<file path="config.mk">
export PLATFORM = sky130hd
export DESIGN_NAME = am_envelope_detector
export DESIGN_NICKNAME = d
export VERILOG_FILES = /design/src/rtl/am_envelope_detector.sv
export SDC_FILE = /design/constraint.sdc
export NUM_CORES = 1
export LEC_CHECK = 0
export ABC_CLOCK_PERIOD_IN_PS = 4100
export BUFFER_PORTS_ARGS = -buffer_cell sky130_fd_sc_hd__buf_2
export CAP_MARGIN = 20
export CORE_MARGIN = 2
export CORE_UTILIZATION = 40
export DETAILED_ROUTE_END_ITERATION = 6
export PLACE_DENSITY_LB_ADDON = 0.2
export SLEW_MARGIN = 20
export SYNTH_ARGS = -nofsm -noshare
export SYNTH_HDL_FRONTEND = slang
export SYNTH_SLANG_ARGS = --single-unit
</file>
<file path="constraint.sdc">
create_clock -name clk -period 4.1 [get_ports clk]
set_input_delay 0.82 -clock clk [delete_from_list [all_inputs] [get_ports clk]]
set_output_delay 0.82 -clock clk [all_outputs]
set_load 0.03 [all_outputs]
</file>
<file path="src/rtl/am_envelope_detector.sv">
// AM envelope detector: rectifies offset-binary ADC samples and emits the block mean
// of |x| every N samples through a single-entry valid/ready output register.
module am_envelope_detector (
    input  logic       clk,
    input  logic       reset,
    input  logic [7:0] adc_a_stream,
    input  logic       in_valid,
    input  logic [1:0] decim_sel,
    output logic [7:0] out_data,
    output logic       out_valid,
    input  logic       out_ready,
    output logic       overrun,
    output logic       clip,
    input  logic       flags_clr
);

    // Input-side block bookkeeping
    logic [6:0] in_count_reg;
    logic [6:0] in_count_next;
    logic [1:0] sel_reg;
    logic [1:0] cur_sel;
    logic [6:0] last_idx;
    logic       in_last;
    logic [6:0] last_tbl [4];

    // Stage 1: captured two's-complement sample
    logic       s1_valid_reg;
    logic [7:0] s1_data_reg;
    logic       s1_last_reg;
    logic [1:0] s1_sel_reg;

    // Stage 2: magnitude
    logic [7:0] s1_neg;
    logic [6:0] mag_next;
    logic       s2_valid_reg;
    logic [6:0] s2_mag_reg;
    logic       s2_last_reg;
    logic [1:0] s2_sel_reg;

    // Accumulator and block result
    logic [13:0] acc_reg;
    logic [13:0] sum_next;
    logic [13:0] sum_shifted;
    logic [2:0]  shamt;
    logic [6:0]  res_reg;
    logic        res_valid_reg;

    // Output register and flags
    logic [7:0] out_data_reg;
    logic       out_valid_reg;
    logic       overrun_reg;
    logic       clip_reg;
    logic       res_load;
    logic       res_drop;
    logic       clip_set;

    generate
        for (genvar gi = 0; gi < 4; gi++) begin : g_len
            assign last_tbl[gi] = 7'((16 << gi) - 1);
        end
    endgenerate

    // Block length is frozen at the first sample of a block and travels with each sample,
    // so a mid-block decim_sel change only affects the following block.
    always_comb begin
        cur_sel       = (in_count_reg == 7'd0) ? decim_sel : sel_reg;
        last_idx      = last_tbl[cur_sel];
        in_last       = (in_count_reg == last_idx);
        in_count_next = in_last ? 7'd0 : in_count_reg + 7'd1;
        clip_set      = in_valid && ((adc_a_stream == 8'h00) || (adc_a_stream == 8'hFF));
    end

    always_ff @(posedge clk) begin
        if (reset) begin
            in_count_reg <= 7'd0;
            sel_reg      <= 2'd0;
            s1_valid_reg <= 1'b0;
            s1_data_reg  <= 8'd0;
            s1_last_reg  <= 1'b0;
            s1_sel_reg   <= 2'd0;
        end else begin
            s1_valid_reg <= in_valid;
            if (in_valid) begin
                s1_data_reg  <= {~adc_a_stream[7], adc_a_stream[6:0]};
                s1_last_reg  <= in_last;
                s1_sel_reg   <= cur_sel;
                in_count_reg <= in_count_next;
                sel_reg      <= cur_sel;
            end
        end
    end

    // -128 has no 7-bit magnitude, so it saturates to 127
    always_comb begin
        s1_neg = ~s1_data_reg + 8'd1;
        if (s1_data_reg == 8'h80) begin
            mag_next = 7'd127;
        end else if (s1_data_reg[7]) begin
            mag_next = s1_neg[6:0];
        end else begin
            mag_next = s1_data_reg[6:0];
        end
    end

    always_ff @(posedge clk) begin
        if (reset) begin
            s2_valid_reg <= 1'b0;
            s2_mag_reg   <= 7'd0;
            s2_last_reg  <= 1'b0;
            s2_sel_reg   <= 2'd0;
        end else begin
            s2_valid_reg <= s1_valid_reg;
            if (s1_valid_reg) begin
                s2_mag_reg  <= mag_next;
                s2_last_reg <= s1_last_reg;
                s2_sel_reg  <= s1_sel_reg;
            end
        end
    end

    always_comb begin
        sum_next    = acc_reg + {7'd0, s2_mag_reg};
        shamt       = 3'd4 + {1'b0, s2_sel_reg};
        sum_shifted = sum_next >> shamt;
    end

    // The closing sample folds into the result directly, so the next block starts from zero
    always_ff @(posedge clk) begin
        if (reset) begin
            acc_reg       <= 14'd0;
            res_reg       <= 7'd0;
            res_valid_reg <= 1'b0;
        end else begin
            res_valid_reg <= 1'b0;
            if (s2_valid_reg) begin
                if (s2_last_reg) begin
                    res_reg       <= sum_shifted[6:0];
                    res_valid_reg <= 1'b1;
                    acc_reg       <= 14'd0;
                end else begin
                    acc_reg <= sum_next;
                end
            end
        end
    end

    always_comb begin
        res_drop = res_valid_reg && out_valid_reg && !out_ready;
        res_load = res_valid_reg && !res_drop;
    end

    always_ff @(posedge clk) begin
        if (reset) begin
            out_data_reg  <= 8'd0;
            out_valid_reg <= 1'b0;
            overrun_reg   <= 1'b0;
            clip_reg      <= 1'b0;
        end else begin
            if (res_load) begin
                out_data_reg  <= {res_reg, 1'b0};
                out_valid_reg <= 1'b1;
            end else if (out_valid_reg && out_ready) begin
                out_valid_reg <= 1'b0;
            end
            overrun_reg <= res_drop || (overrun_reg && !flags_clr);
            clip_reg    <= clip_set || (clip_reg && !flags_clr);
        end
    end

    assign out_data  = out_data_reg;
    assign out_valid = out_valid_reg;
    assign overrun   = overrun_reg;
    assign clip      = clip_reg;

endmodule
</file>
==> metrics.txt <==
Final Wtd Congestion 0.842; Clock transition at path regs 0.07 ns; final wirelength 7120 um; grt ovf 0; Warnings, synthesis 0; crit path kind reg2reg; Setup Skew 0.0116 ns; Mapped Avg Cell Area 8.31 um2; Final setup viols 0; Setup WS pre-CTS 1.70 ns; antenna violations before repair 0; Max Buffers Root-to-Sink 2; normalized max-slew margin 0.521; # fillers 826; commonest cells after routing, fill and taps aside nor2_1 (77), dfxtp_1 (62), nand2_1 (27); worst reg2reg setup slack 1.70 ns; Required @ worst endpoint 4.30 ns; post-layout net count 445; Setup Buffers After CTS 0; Reg-to-Reg Start s2_mag_reg[0]; async set-or-reset flop fraction in the synthesized netlist 0; Core ar. 8220 um2; CP Max Fanout 6; Worst Setup EP res_reg[4]; cells on worst reg2reg path 9; cell breakdown of the critical path ha_1 > inv_1 > fa_1 > nand2b_1 > a21oi_2 > o311a_1 > nand2_1 > a221oi_1 > o32ai_1; HPWL Detailed 5120 um; Crit path max-delay family compound AO/OA/AOI/OAI gates; r2r endpoint res_reg[4]; CTS buffer count 9; P_leak 1.52 nW; Fin. Hold Viols 0; pins over their slew limit 0; die width 96.0 um; Arr. time, crit path 2.60 ns; #FFs+latches synth 62; RSZ-0062 raised after global routing false; Peak supply drop 0.194 mV; Max-Cap Viols 0; period utilization 0.585; Post-synth EDFFs 0; max reg flops 14; die area 9210 um2; Die Y 96.0 um; Crit path depth 9; Fmax 417 MHz; Antenna diodes 0; hold_buf cts 0; root buffer cell clkbuf_8; most common cell after layout, fill and taps aside nor2_1; setup TNS 0 ns; HP Class reg2reg; Multi-input gate area 1950 um2; status finished clean; fin crit period 2.40 ns; CP Capture Type flip-flop; Cells after Synth 407; number of port buffers 24; Post-CTS Resized 0; post-DR wirelength/cell 13.5 um; Pwr per Cell Area 379 nW/um2; Slew @ Worst Pin 0.719 ns; Starting Density 0.412; GRT Resource Usage Total 0.173; via count 2821; crit path from s2_mag_reg[0]; drt first pass iters 4; layout cells sized above 1 0.125; drc violations 0; Post-Syn Area 3380 um2; post-synth net total 433; DR iter-0 viols 89; H-tree depth 3; Synth-to-Final Area Change 11.1%; Clock Latency Late Sink 0.34 ns; Synth cell types 59; Sink Count 62; I/O pin count 26; WP buf/inv 1; number of global-route vias before repair 2725; Vias/cell 5.33; Post-DRT Antenna Nets 0; slowest CP cell fa_1; element type at the critical path start flip-flop; storage element area 1240 um2; CTS tree done; sequential area share after synthesis 0.367; pin count of the biggest net entering global routing 40; setup ws final 1.70 ns; first-pass GRT wire length 12600 um; CP max stage delay 0.39 ns; dominant synthesized flop cell dfxtp_1; Rows 33
power by group:
group | total (mW) | leakage [nW] | internal (mW) | switching (mW)
clock network | 0.661 | 0.126 | 0.419 | 0.242
logic | 0.118 | 0.890 | 0.0491 | 0.0692
registers | 0.643 | 0.504 | 0.620 | 0.0232
total | 1.42 | 1.52 | 1.09 | 0.334
kinds of logic (layout without fill, tap and decap cells):
logic type                 Yosys count  after routing  share of synthesized area
and+or+nand+nor                    155            155                      0.209
AOI/OAI and AO/OA                   98             98                      0.209
DFF                                 62             62                      0.367
buffers and inverters               39             56                     0.0555
muxes                               26             26                     0.0769
xor gates and xnor gates            15             15                     0.0388
adders and majority gates           11             11                     0.0429
other                                1              1                    0.00111
through the flow:
stage	util	instances	hold slack, ns	cell area, um2	total power [mW]
2_1_floorplan	-	407	0.442	3380	0.745
3_3_place_gp	0.427	513	0.470	3510	0.773
3_5_place_dp	0.427	513	0.476	3510	0.776
4_1_cts	0.457	529	0.489	3760	1.44
5_1_grt	0.457	529	0.508	3760	1.49
6_report	0.457	529	0.488	3760	1.42
Yosys cell counts, types with 4 or more instances:
| master | count | share of area |
|---|---|---|
| nor2_1 | 77 | 0.085 |
| dfxtp_1 | 62 | 0.37 |
| nand2_1 | 27 | 0.030 |
| mux2i_1 | 26 | 0.077 |
| a21oi_1 | 19 | 0.028 |
| clkbuf_1 | 15 | 0.017 |
| inv_1 | 15 | 0.017 |
| o21ai_0 | 14 | 0.021 |
| nor3_1 | 12 | 0.018 |
| ha_1 | 10 | 0.037 |
| nand3_1 | 10 | 0.015 |
| o211ai_1 | 10 | 0.022 |
| xnor2_1 | 10 | 0.026 |
| a211oi_1 | 8 | 0.018 |
| nor2b_1 | 7 | 0.013 |
| a22oi_1 | 6 | 0.013 |
| nand2b_1 | 5 | 0.0092 |
| nand4_1 | 5 | 0.0092 |
| xor2_1 | 5 | 0.013 |
| a2bb2oi_1 | 4 | 0.010 |
| buf_1 | 4 | 0.0044 |
worst min-delay path by stage:
stage                             start             to  slack, ns  cells past startpoint
after floorplan              res_reg[0]     res_reg[0]       0.44                      2
after global placement      out_data[4]    out_data[4]       0.47                      2
after detailed placement  s2_mag_reg[6]  s2_mag_reg[6]       0.48                      2
after CTS                 s2_mag_reg[6]  s2_mag_reg[6]       0.49                      2
after global routing         res_reg[0]     res_reg[0]       0.51                      2
final                     s2_mag_reg[6]  s2_mag_reg[6]       0.49                      2
routing by layer:
layer	wire, um	vias up	track usage
met5	0	-	0
li1	-	1474	-
met2	3450	47	0.301
met3	257	10	0.0540
met1	3320	1290	0.202
met4	98	0	0.0524
tightest hold or removal path: cells and delay by family, from the launching register on:
kind | cells | cell delay (ns)
AOI/OAI and AO/OA | 1 | 0.05
DFF | 1 | 0.32
and+or+nand+nor | 1 | 0.07
layout make-up:
type / count / share of cell area
timing repair buffer: 25 / 0.0340
sequential: 62 / 0.330
multi-input combinational: 306 / 0.520
inverter: 15 / 0.0150
clock inverter: 6 / 0.0290
tap: 105 / 0.0350
clock buffer: 10 / 0.0366
No activity file was read; power rests on OpenSTA's default activity.
